`src/rtl/dram_read_assembler_if.sv`:
```
// Bus bundle between the scratchpad backend, the DRAM read channel and the
// scratchpad SRAM write port for dram_read_assembler.
//   rd_req_*    : row read request (backend -> assembler)
//   dram_rd_*   : beat read requests (assembler -> DRAM)
//   dram_resp_* : read response beats (DRAM -> assembler), always accepted
//   sram_wr_*   : assembled row with element mask (assembler -> SRAM)
//   busy        : assembler not idle
//   err_dup     : sticky protocol error (only with DRAM_RD_DUP_CHECK_EN)
// Modport slave is the assembler side; master is the environment side.
interface dram_read_assembler_if #(
  parameter int unsigned ADDR_W    = 32,
  parameter int unsigned ELEM_W    = 16,
  parameter int unsigned ROW_ELEMS = 32,
  parameter int unsigned BEAT_W    = 64
);
  logic                        rd_req_valid;
  logic                        rd_req_ready;
  logic [ADDR_W-1:0]           rd_req_addr;
  logic [3:0]                  rd_req_num_beats;
  logic [ROW_ELEMS-1:0]        rd_req_mask;
  logic                        dram_rd_valid;
  logic                        dram_rd_ready;
  logic [ADDR_W-1:0]           dram_rd_addr;
  logic                        dram_resp_valid;
  logic [2:0]                  dram_resp_beat;
  logic [BEAT_W-1:0]           dram_resp_data;
  logic                        sram_wr_valid;
  logic                        sram_wr_ready;
  logic [ROW_ELEMS*ELEM_W-1:0] sram_wr_data;
  logic [ROW_ELEMS-1:0]        sram_wr_mask;
  logic                        busy;
  logic                        err_dup;

  modport slave (
    input  rd_req_valid, rd_req_addr, rd_req_num_beats, rd_req_mask,
    input  dram_rd_ready, dram_resp_valid, dram_resp_beat, dram_resp_data,
    input  sram_wr_ready,
    output rd_req_ready, dram_rd_valid, dram_rd_addr,
    output sram_wr_valid, sram_wr_data, sram_wr_mask, busy, err_dup
  );

  modport master (
    output rd_req_valid, rd_req_addr, rd_req_num_beats, rd_req_mask,
    output dram_rd_ready, dram_resp_valid, dram_resp_beat, dram_resp_data,
    output sram_wr_ready,
    input  rd_req_ready, dram_rd_valid, dram_rd_addr,
    input  sram_wr_valid, sram_wr_data, sram_wr_mask, busy, err_dup
  );
endinterface

```
`src/rtl/dram_read_assembler.sv`:
```
// Fetches one scratchpad row from DRAM as up to 8 x 64-bit beats, assembles the
// (possibly out-of-order) response beats into a 32 x 16-bit row and hands the
// row plus element mask to the SRAM write port.
// Ports:
//   clk   : clock
//   n_rst : asynchronous active-low reset
//   bus   : dram_read_assembler_if.slave (request, DRAM read, SRAM write, status)
// Optional feature macro DRAM_RD_DUP_CHECK_EN: flag (sticky err_dup) and drop
// duplicate, out-of-range and out-of-state responses instead of accepting them.
module dram_read_assembler #(
  parameter int unsigned ADDR_W    = 32,
  parameter int unsigned ELEM_W    = 16,
  parameter int unsigned ROW_ELEMS = 32,
  parameter int unsigned BEAT_W    = 64
) (
  input logic                  clk,
  input logic                  n_rst,
  dram_read_assembler_if.slave bus
);
  localparam int unsigned ElemsPerBeat = BEAT_W / ELEM_W;
  localparam int unsigned MAX_BEATS    = ROW_ELEMS / ElemsPerBeat;
  localparam int unsigned RowW         = ROW_ELEMS * ELEM_W;

  typedef enum logic [1:0] {StIdle, StActive, StWrite} state_e;

  state_e                 state_q, state_d;
  logic [ADDR_W-7:0]      base_q, base_d;
  logic [3:0]             num_q, num_d;
  logic [3:0]             issue_cnt_q, issue_cnt_d;
  logic [MAX_BEATS-1:0]   got_q, got_d;
  logic [ROW_ELEMS-1:0]   mask_q, mask_d;
  logic [RowW-1:0]        row_q, row_d;
  logic                   err_q, err_d;

  logic [3:0]             req_num;
  logic [ROW_ELEMS-1:0]   req_cov;
  logic [MAX_BEATS-1:0]   need;
  logic [MAX_BEATS-1:0]   resp_bit;
  logic                   resp_hit, resp_dup, resp_wr;
  logic                   rd_valid, rd_fire;
  logic                   unused_addr_lsbs;

  // Row-aligned base: the low byte-address bits select nothing within a row.
  assign unused_addr_lsbs = ^bus.rd_req_addr[5:0];

  always_comb begin
    req_num = bus.rd_req_num_beats;
    if (bus.rd_req_num_beats == 4'd0 || bus.rd_req_num_beats > 4'(MAX_BEATS)) begin
      req_num = 4'(MAX_BEATS);
    end
    for (int unsigned e = 0; e < ROW_ELEMS; e++) begin
      req_cov[e] = (e < ElemsPerBeat * 32'(req_num));
    end
    for (int unsigned b = 0; b < MAX_BEATS; b++) begin
      need[b] = (b < 32'(num_q));
    end
  end

  assign rd_valid = (state_q == StActive) && (issue_cnt_q < num_q);
  assign rd_fire  = rd_valid && bus.dram_rd_ready;
  assign resp_bit = MAX_BEATS'(1) << bus.dram_resp_beat;
  assign resp_hit = bus.dram_resp_valid && (state_q == StActive) &&
                    ({1'b0, bus.dram_resp_beat} < num_q);
  assign resp_dup = resp_hit && got_q[bus.dram_resp_beat];

`ifdef DRAM_RD_DUP_CHECK_EN
  assign resp_wr = resp_hit && !resp_dup;
  assign err_d   = err_q || (bus.dram_resp_valid && !resp_wr);
`else
  assign resp_wr = resp_hit;
  assign err_d   = 1'b0;
`endif

  always_comb begin
    state_d     = state_q;
    base_d      = base_q;
    num_d       = num_q;
    issue_cnt_d = issue_cnt_q;
    got_d       = got_q;
    mask_d      = mask_q;
    row_d       = row_q;
    case (state_q)
      StIdle: begin
        if (bus.rd_req_valid) begin
          base_d      = bus.rd_req_addr[ADDR_W-1:6];
          num_d       = req_num;
          mask_d      = bus.rd_req_mask & req_cov;
          row_d       = '0;
          issue_cnt_d = '0;
          got_d       = '0;
          state_d     = StActive;
        end
      end
      StActive: begin
        if (rd_fire) begin
          issue_cnt_d = issue_cnt_q + 4'd1;
        end
        if (resp_wr) begin
          row_d[32'(bus.dram_resp_beat) * BEAT_W +: BEAT_W] = bus.dram_resp_data;
        end
        if (resp_hit) begin
          got_d = got_q | resp_bit;
          // Includes the incoming beat so the row is presented one cycle later.
          if ((got_d & need) == need) begin
            state_d = StWrite;
          end
        end
      end
      StWrite: begin
        if (bus.sram_wr_ready) begin
          state_d = StIdle;
        end
      end
      default: state_d = StIdle;
    endcase
  end

  always_ff @(posedge clk or negedge n_rst) begin
    if (!n_rst) begin
      state_q     <= StIdle;
      base_q      <= '0;
      num_q       <= '0;
      issue_cnt_q <= '0;
      got_q       <= '0;
      mask_q      <= '0;
      row_q       <= '0;
      err_q       <= 1'b0;
    end else begin
      state_q     <= state_d;
      base_q      <= base_d;
      num_q       <= num_d;
      issue_cnt_q <= issue_cnt_d;
      got_q       <= got_d;
      mask_q      <= mask_d;
      row_q       <= row_d;
      err_q       <= err_d;
    end
  end

  assign bus.rd_req_ready  = (state_q == StIdle);
  assign bus.busy          = (state_q != StIdle);
  assign bus.dram_rd_valid = rd_valid;
  assign bus.dram_rd_addr  = {base_q, issue_cnt_q[2:0], 3'b000};
  assign bus.sram_wr_valid = (state_q == StWrite);
  assign bus.sram_wr_data  = row_q;
  assign bus.sram_wr_mask  = mask_q;
  assign bus.err_dup       = err_q;

endmodule

```
`src/flat_wrapper.sv`:
```
// flat-port wrapper written by rule: the top's interface ports become plain ports
module dram_read_assembler_flat 
#(
  parameter int unsigned ADDR_W    = 32,
  parameter int unsigned ELEM_W    = 16,
  parameter int unsigned ROW_ELEMS = 32,
  parameter int unsigned BEAT_W    = 64
)
  (clk, n_rst, bus_rd_req_valid, bus_rd_req_addr, bus_rd_req_num_beats, bus_rd_req_mask, bus_dram_rd_ready, bus_dram_resp_valid, bus_dram_resp_beat, bus_dram_resp_data, bus_sram_wr_ready, bus_rd_req_ready, bus_dram_rd_valid, bus_dram_rd_addr, bus_sram_wr_valid, bus_sram_wr_data, bus_sram_wr_mask, bus_busy, bus_err_dup);
  dram_read_assembler_if #(.ADDR_W(ADDR_W), .ELEM_W(ELEM_W), .ROW_ELEMS(ROW_ELEMS), .BEAT_W(BEAT_W)) bus_i ();
  input logic clk;
  input logic n_rst;
  input wire logic [$bits(bus_i.rd_req_valid)-1:0] bus_rd_req_valid;
  input wire logic [$bits(bus_i.rd_req_addr)-1:0] bus_rd_req_addr;
  input wire logic [$bits(bus_i.rd_req_num_beats)-1:0] bus_rd_req_num_beats;
  input wire logic [$bits(bus_i.rd_req_mask)-1:0] bus_rd_req_mask;
  input wire logic [$bits(bus_i.dram_rd_ready)-1:0] bus_dram_rd_ready;
  input wire logic [$bits(bus_i.dram_resp_valid)-1:0] bus_dram_resp_valid;
  input wire logic [$bits(bus_i.dram_resp_beat)-1:0] bus_dram_resp_beat;
  input wire logic [$bits(bus_i.dram_resp_data)-1:0] bus_dram_resp_data;
  input wire logic [$bits(bus_i.sram_wr_ready)-1:0] bus_sram_wr_ready;
  output wire logic [$bits(bus_i.rd_req_ready)-1:0] bus_rd_req_ready;
  output wire logic [$bits(bus_i.dram_rd_valid)-1:0] bus_dram_rd_valid;
  output wire logic [$bits(bus_i.dram_rd_addr)-1:0] bus_dram_rd_addr;
  output wire logic [$bits(bus_i.sram_wr_valid)-1:0] bus_sram_wr_valid;
  output wire logic [$bits(bus_i.sram_wr_data)-1:0] bus_sram_wr_data;
  output wire logic [$bits(bus_i.sram_wr_mask)-1:0] bus_sram_wr_mask;
  output wire logic [$bits(bus_i.busy)-1:0] bus_busy;
  output wire logic [$bits(bus_i.err_dup)-1:0] bus_err_dup;
  assign bus_i.rd_req_valid = bus_rd_req_valid;
  assign bus_i.rd_req_addr = bus_rd_req_addr;
  assign bus_i.rd_req_num_beats = bus_rd_req_num_beats;
  assign bus_i.rd_req_mask = bus_rd_req_mask;
  assign bus_i.dram_rd_ready = bus_dram_rd_ready;
  assign bus_i.dram_resp_valid = bus_dram_resp_valid;
  assign bus_i.dram_resp_beat = bus_dram_resp_beat;
  assign bus_i.dram_resp_data = bus_dram_resp_data;
  assign bus_i.sram_wr_ready = bus_sram_wr_ready;
  assign bus_rd_req_ready = bus_i.rd_req_ready;
  assign bus_dram_rd_valid = bus_i.dram_rd_valid;
  assign bus_dram_rd_addr = bus_i.dram_rd_addr;
  assign bus_sram_wr_valid = bus_i.sram_wr_valid;
  assign bus_sram_wr_data = bus_i.sram_wr_data;
  assign bus_sram_wr_mask = bus_i.sram_wr_mask;
  assign bus_busy = bus_i.busy;
  assign bus_err_dup = bus_i.err_dup;
  dram_read_assembler #(.ADDR_W(ADDR_W), .ELEM_W(ELEM_W), .ROW_ELEMS(ROW_ELEMS), .BEAT_W(BEAT_W)) u_core (.clk(clk), .n_rst(n_rst), .bus(bus_i));
endmodule
```
`config.mk`:
```
export PLATFORM = sky130hd
export DESIGN_NAME = dram_read_assembler_flat
export DESIGN_NICKNAME = d
export VERILOG_FILES = /design/src/rtl/dram_read_assembler_if.sv /design/src/rtl/dram_read_assembler.sv /design/src/flat_wrapper.sv
export SDC_FILE = /design/constraint.sdc
export NUM_CORES = 1
export LEC_CHECK = 0
export BUFFER_PORTS_ARGS = -buffer_cell sky130_fd_sc_hd__buf_4
export CORE_AREA = 5 5 275 277
export DETAILED_ROUTE_END_ITERATION = 16
export DIE_AREA = 0 0 280 282
export HOLD_SLACK_MARGIN = 0.15
export PLACE_DENSITY = 0.59
export REMOVE_ABC_BUFFERS = 1
export SYNTH_ARGS = -nofsm -noshare
export SYNTH_HDL_FRONTEND = slang
export SYNTH_SLANG_ARGS = --single-unit
```
`constraint.sdc`:
```
create_clock -name clk -period 4.6 [get_ports clk]
set_input_delay 0.23 -clock clk [delete_from_list [all_inputs] [get_ports clk]]
set_output_delay 0.23 -clock clk [all_outputs]
set_load 0.05 [all_outputs]
```
**Word level (Yosys, flattened, before mapping)**

Index checks and enable logic that the tools add are counted.

- Register bits: 588
- Bits of input ports: 141
- Output and inout port bits: 581
- Word-level logic and storage cells: 95

- $add $sub $neg: 2
- Order comparisons: 43
- Eq/ne operators: 8
- Shifts and indexed selects: 3
- Multiplexer cells: 16
- Bitwise operators: 3
- Reductions and logical operators: 13

Operators by type and width:

| operator | number |
|---|---|
| two-way mux 512 bit | 2 |
| case mux 512 bit (2 select lines) | 1 |
| bitwise mux 512 bit | 1 |
| variable shift 64 x 34 -> 512 bit (first input constant) | 1 |
| variable part select 64 x 34 -> 512 bit | 1 |
| less-than comparator 5 x 6 -> 1 bit (first input constant) | 16 |
| less-than comparator 4 x 6 -> 1 bit (first input constant) | 8 |
| negator 9 -> 34 bit | 1 |
| AND 32 bit | 1 |
| less-than comparator 3 x 6 -> 1 bit (first input constant) | 4 |
| less-than comparator 3 x 4 -> 1 bit (first input constant) | 4 |
| two-way mux 8 bit | 2 |
| case mux 8 bit (2 select lines) | 1 |
| less-than comparator 1 x 6 -> 1 bit (first input constant) | 2 |
| less-than comparator 2 x 6 -> 1 bit (first input constant) | 2 |
| two-way mux 4 bit | 3 |
| AND 8 bit | 1 |
| == test 8 bit | 1 |
| less-than comparator 1 x 4 -> 1 bit (first input constant) | 2 |
| less-than comparator 2 x 4 -> 1 bit (first input constant) | 2 |
| two-way mux 2 bit | 4 |
| bitwise OR 8 bit | 1 |
| case mux 4 bit (2 select lines) | 1 |
| left shift 1 x 3 -> 8 bit (first input constant) | 1 |
| 17 further kinds | 25 |

**Logic depth before layout (Yosys ltp)**

- Depth in word-level cells: 7
- Gate-level depth with buffers: 10
- Gate-level depth less buffers: 8

**Least setup slack after synthesis**

Ideal clock, no wire load.

- Path type: reg-to-reg
- Start: reg u_core.state_q[0]
- End: reg u_core.issue_cnt_q[0]
- Data arrival time: 2.326 ns
- Required time: 4.475 ns
- Path slack: 2.149 ns
- Cell stages (with the launch flop): 8
- Cell sequence: dfrtp_1 -> nor2_1 -> and2_1 -> clkbuf_1 -> buf_2 -> nor2_1 -> nand2_1 -> mux2_2

RTL lines:

| what | line | text |
|---|---|---|
| from (decl) | dram_read_assembler.sv:26 | `state_e state_q, state_d;` |
| from (signal assigned) | dram_read_assembler.sv:120 | `state_q <= StIdle;` |
| from (signal assigned) | dram_read_assembler.sv:129 | `state_q <= state_d;` |
| logical NOT 2 bit (*) | -- |  |
| named net bus_rd_req_ready | flat_wrapper.sv:22 | `output wire logic [$bits(bus_i.rd_req_ready)-1:0] bus_rd_req_ready;` |
| inequality test 2 bit (no source line) / nonzero test 2 bit (equally long branches) | -- |  |
| AND reduction 3 bit (no source line) | -- |  |
| to (signal assigned) | dram_read_assembler.sv:132 | `issue_cnt_q <= issue_cnt_d;` |
| to (decl) | dram_read_assembler.sv:29 | `logic [3:0] issue_cnt_q, issue_cnt_d;` |

Mark *: on every way through the listed nets, which the timed path passes. The rest lies on a longest branch.
A chain may end at the register's enable or synchronous reset.

**Final worst setup path**

- Start: reg u_core.num_q[1]
- End: reg u_core.row_q[12], in the netlist u_core.bus.sram_wr_data[12]

- Cells in the longest elaborated chain, start to end: 4

RTL lines:

| what | line | text |
|---|---|---|
| from (decl) | dram_read_assembler.sv:28 | `logic [3:0] num_q, num_d;` |
| from (signal assigned) | dram_read_assembler.sv:131 | `num_q <= num_d;` |
| less-than comparator 3 x 4 -> 1 bit | dram_read_assembler.sv:63 | `({1'b0, bus.dram_resp_beat} < num_q);` |
| logical AND 1 bit | dram_read_assembler.sv:62 | `assign resp_hit = bus.dram_resp_valid && (state_q == StActive) &&` |
| inequality test 2 x 1 -> 1 bit (no source line) | -- |  |
| AND reduction 3 bit (no source line) | -- |  |
| to (signal assigned) | dram_read_assembler.sv:135 | `row_q <= row_d;` |
| to (decl) | dram_read_assembler.sv:32 | `logic [RowW-1:0] row_q, row_d;` |

No other way between the ends.

==> impl_summary.txt <==
----------------------------------------------------
[Status]
  Result of the run ... finished clean

[Synthesis]
  Synthesis Warnings ... 0
  Synth top area share ... 60.8%
  Synth Register Bits ... 588
  Synth Cell Area ... 24,200 sq um
  Cell count after synthesis ... 2,156
  Synth area leader ... sky130_fd_sc_hd__dfrtp_1
  Ys flop type ... sky130_fd_sc_hd__dfrtp_1
  Library cell with the highest instance count after synthesis ... sky130_fd_sc_hd__dfrtp_1
  Sequential area share after synthesis ... 60.8%
  Most used standard cells in the synthesized netlist ... 588 x sky130_fd_sc_hd__dfrtp_1, 531 x sky130_fd_sc_hd__nand2_1, 234 x sky130_fd_sc_hd__mux2i_1, 210 x sky130_fd_sc_hd__a22o_1, 93 x sky130_fd_sc_hd__inv_1
  Proportion of synthesized flip-flops having asynchronous set or reset ... 100%
  Syn avg cell area ... 11.2 sq um
  Count of flip-flops with a built-in enable after synthesis ... 0
  Post-synthesis cell type count ... 54
  Largest cells by area after synthesis ... sky130_fd_sc_hd__dfrtp_1 61%, sky130_fd_sc_hd__mux2i_1 9.7%, sky130_fd_sc_hd__nand2_1 8.2%, sky130_fd_sc_hd__a22o_1 7.6%, sky130_fd_sc_hd__nand3_1 1.6%

[Final layout]
  # nets final ... 3,098
  Share of final-layout standard cells stronger than drive strength 1 ... 29.9%
  Final cell count without fillers ... 3,954
  Area growth, synth to finish ... 40.5%
  ANT cells ... 0

[Global routing]
  Overall routing resource usage ... 22.7%
  Remaining global-route overflow ... 0
  Initial antenna violation count ... 4
  Global-route wire length before repair ... 138,000 microns
  Pin count of the biggest net entering global routing ... 122
  Via count of the first global-routing pass ... 21,100

[Clock tree]
  CTS max path bufs ... 3
  Total clock sinks ... 588
  Clock Latency Late Sink ... 0.60 ns
  CTS Hold Buffers Added ... 130
  Number of clock buffers inserted by TritonCTS ... 67
  CTS tree ... built
  Clock edge transition at the registers on the reported setup and hold paths ... 0.06 ns
  CTS Root Cell ... sky130_fd_sc_hd__clkbuf_16
  Count of buffers added by post-CTS timing repair for setup ... 0
  Resized cells post-CTS ... 0
  # H-tree levels ... 3

[Timing]
  Worst Tran Pin Value ... 1.18 ns
  Worst setup skew after layout ... 0.0230 ns
  Fin Setup TNS ... 0 ns
  Hold violation count in the final report ... 0
  RSZ-0062 raised after global routing ... no
  Smallest hold slack ... 0.227 ns
  Final Setup Violations ... 0
  Max Fclk ... 0.310 GHz
  Final critical path time including I/O delays and setup ... 3.23 ns
  Headroom to the max-slew limit ... 21.6%
  Pins over their slew limit ... 0
  Crit share post-route ... 70.1%

[Floorplanning]
  Number of top-level pins ... 722
  Floorplan die area ... 79,000 sq um
  Effective utilization at floorplan ... 33.3%
  # rows ... 99
  Placeable core area ... 72,600 sq um
  Die outline height ... 282 microns
  Die Width ... 280 microns

[Routing]
  Top Layer Used ... met4
  Pre-Repair DR Iteration Count ... 6
  WL met1 ... 37,500 microns
  Number of nets still failing antenna checks after routing ... 0
  Routed vias ... 20,200
  Routed length on met2 ... 46,400 microns
  Via/cell ratio ... 5.11
  Wire length on met3 ... 6780 microns
  Final routed wire length divided by cell count ... 23.7 microns
  DRC violation count after routing ... 0
  Final routed wirelength across all metal layers ... 93,800 microns
  Initial detailed-routing violation count ... 1,193

[Hold path]
  Type of the most critical hold path ... input pin to register
  Startpoint of the worst hold path ... bus_rd_req_num_beats[1]

[Place]
  Post-Place Cells ... 3,704
  Port Buffer Count ... 711
  Estimated wirelength of the detail-placed design ... 62,300 microns
  GPL Wtd Cong ... 0.874

[Critical path]
  Critical-path cell with the highest stage delay ... sky130_fd_sc_hd__a21o_4
  Endpoint required time on the critical path ... 5.10 ns
  R2r startpoint ... u_core.num_q[1]
  Category of the worst setup path capture point ... register
  Sequence of cells on the critical path ... inv_1 -> ha_1 -> a211oi_4 -> o21a_2 -> a21o_4 -> buf_12 -> mux2i_1
  Worst reg-to-reg setup slack ... 1.37 ns
  Buffer and inverter count on the worst path ... 2
  Crit Path Category ... register to register
  Worst setup startpoint ... u_core.num_q[1]
  Top fanout value on the critical path ... 38
  Arr. time, crit path ... 3.73 ns
  Biggest cell delay along the critical path ... 0.55 ns
  Delay-heaviest family, CP ... compound AO/OA/AOI/OAI gates
  Type of origin of the critical path ... register

[Job]
  Count of maximum capacitance violations ... 0

[Power and ir drop]
  Static Leak ... 17.3 nW
  Highest ir drop seen on vdd ... 0.457 mV
  Power per cell area ... 569 nW/um^2

----------------------------------------------------
==> per-layer routing <==
layer / GRT usage, % / vias to the layer above
li1: - / 8918
met1: 28.6 / 10300
met2: 38.9 / 829
met3: 5.25 / 155
met4: 7.37 / 0
met5: 0 / -
==> layout by cell type, fill, tap and decap left out, types with 3 or more instances in the layout <==
| cell | n |
|---|---|
| sky130_fd_sc_hd__dfrtp_1 | 588 |
| sky130_fd_sc_hd__dlygate4sd3_1 | 130 |
| sky130_fd_sc_hd__clkinv_2 | 6 |
| sky130_fd_sc_hd__mux2_2 | 10 |
| sky130_fd_sc_hd__nand2b_1 | 4 |
| sky130_fd_sc_hd__nor2b_1 | 4 |
| sky130_fd_sc_hd__buf_4 | 743 |
| sky130_fd_sc_hd__bufinv_16 | 8 |
| sky130_fd_sc_hd__inv_1 | 93 |
| sky130_fd_sc_hd__o2bb2ai_1 | 5 |
| sky130_fd_sc_hd__o21ai_1 | 15 |
| sky130_fd_sc_hd__a21oi_1 | 21 |
| sky130_fd_sc_hd__ha_1 | 13 |
| sky130_fd_sc_hd__nor2_1 | 22 |
| sky130_fd_sc_hd__nor3_1 | 14 |
| sky130_fd_sc_hd__o21ai_0 | 71 |
| sky130_fd_sc_hd__mux2i_1 | 234 |
| sky130_fd_sc_hd__conb_1 | 4 |
| sky130_fd_sc_hd__nor3_2 | 5 |
| sky130_fd_sc_hd__o211ai_1 | 14 |
| sky130_fd_sc_hd__clkbuf_1 | 17 |
| sky130_fd_sc_hd__nor4_1 | 3 |
| sky130_fd_sc_hd__nand3_1 | 76 |
| sky130_fd_sc_hd__clkinvlp_4 | 3 |
| sky130_fd_sc_hd__buf_12 | 10 |
| sky130_fd_sc_hd__nand2_1 | 530 |
| sky130_fd_sc_hd__or2_2 | 5 |
| sky130_fd_sc_hd__a21oi_4 | 3 |
| sky130_fd_sc_hd__a31oi_1 | 4 |
| sky130_fd_sc_hd__a22o_1 | 210 |
| sky130_fd_sc_hd__clkbuf_16 | 69 |
| sky130_fd_sc_hd__clkbuf_8 | 11 |
==> flip-flops by register name (all words and copies together), names as in the netlist <==
signal and flops:
u_core.got_q 8, u_core.base_q 26, u_core.state_q 2, u_core.bus.sram_wr_data 512, u_core.issue_cnt_q 4, u_core.bus.sram_wr_mask 32
u_core.num_q 4
==> worst register-to-register path: stages, from the launching register on <==
cell,delay [ns]
sky130_fd_sc_hd__dfrtp_1,0.51
sky130_fd_sc_hd__inv_1,0.13
sky130_fd_sc_hd__ha_1,0.32
sky130_fd_sc_hd__a211oi_4,0.38
sky130_fd_sc_hd__o21a_2,0.47
sky130_fd_sc_hd__a21o_4,0.56
sky130_fd_sc_hd__buf_12,0.43
sky130_fd_sc_hd__mux2i_1,0.36
==> where the power goes <==
group	internal [W]	total [W]	switching, W	leakage, nW
sequential	0.00601	0.00658	0.000567	8.06
clock	0.00341	0.00562	0.00222	1.12
combinational	0.00198	0.00713	0.00515	8.14
==> path summary, 6_finish.rpt <==
kind | endpoint | cells past startpoint
min in group asynchronous | u_core.bus.sram_wr_mask[22] | 2
hold reg to reg | u_core.base_q[0] | 2
setup reg to reg | u_core.bus.sram_wr_data[12] | 7
max in group asynchronous | u_core.bus.sram_wr_data[274] | 3
setup / recovery | u_core.bus.sram_wr_data[12] | 7
hold / removal | u_core.bus.sram_wr_mask[23] | 4
==> layout make-up <==
cell class                 instances  area, sq um
clock buffer                      97         1940
clock inverter                    23          372
fill                            6694        38600
inverter                          93          349
multi-input combinational       1310         8310
sequential                       588        14700
tap                              959         1200
timing repair buffer             884         7090
==> through the flow <==
step	area (sq um)	power (W)	utilization, %	worst slack (ns)
after global placement	30400	0.0136	41.8	1.40
after floorplan	23300	0.0110	-	-7.99
final	34000	0.0193	46.8	1.37
after global routing	34000	0.0201	46.8	1.25
after detailed placement	30400	0.0137	41.8	1.31
after CTS	34000	0.0195	46.8	1.38
==> cell families (layout without fill, tap and decap cells) <==
logic type / after synthesis / after routing / synth area share, %
AOI/OAI and AO/OA: 365 / 365 / 11.4
DFF: 588 / 588 / 60.8
xor gates and xnor gates: 1 / 1 / 0.0362
adders and majority gates: 13 / 13 / 0.673
muxes: 244 / 244 / 10.2
buffers and inverters: 261 / 1097 / 5.30
and+or+nand+nor: 683 / 683 / 11.5
other: 1 / 4 / 0.0155
Power figures use the tool's default switching activity.
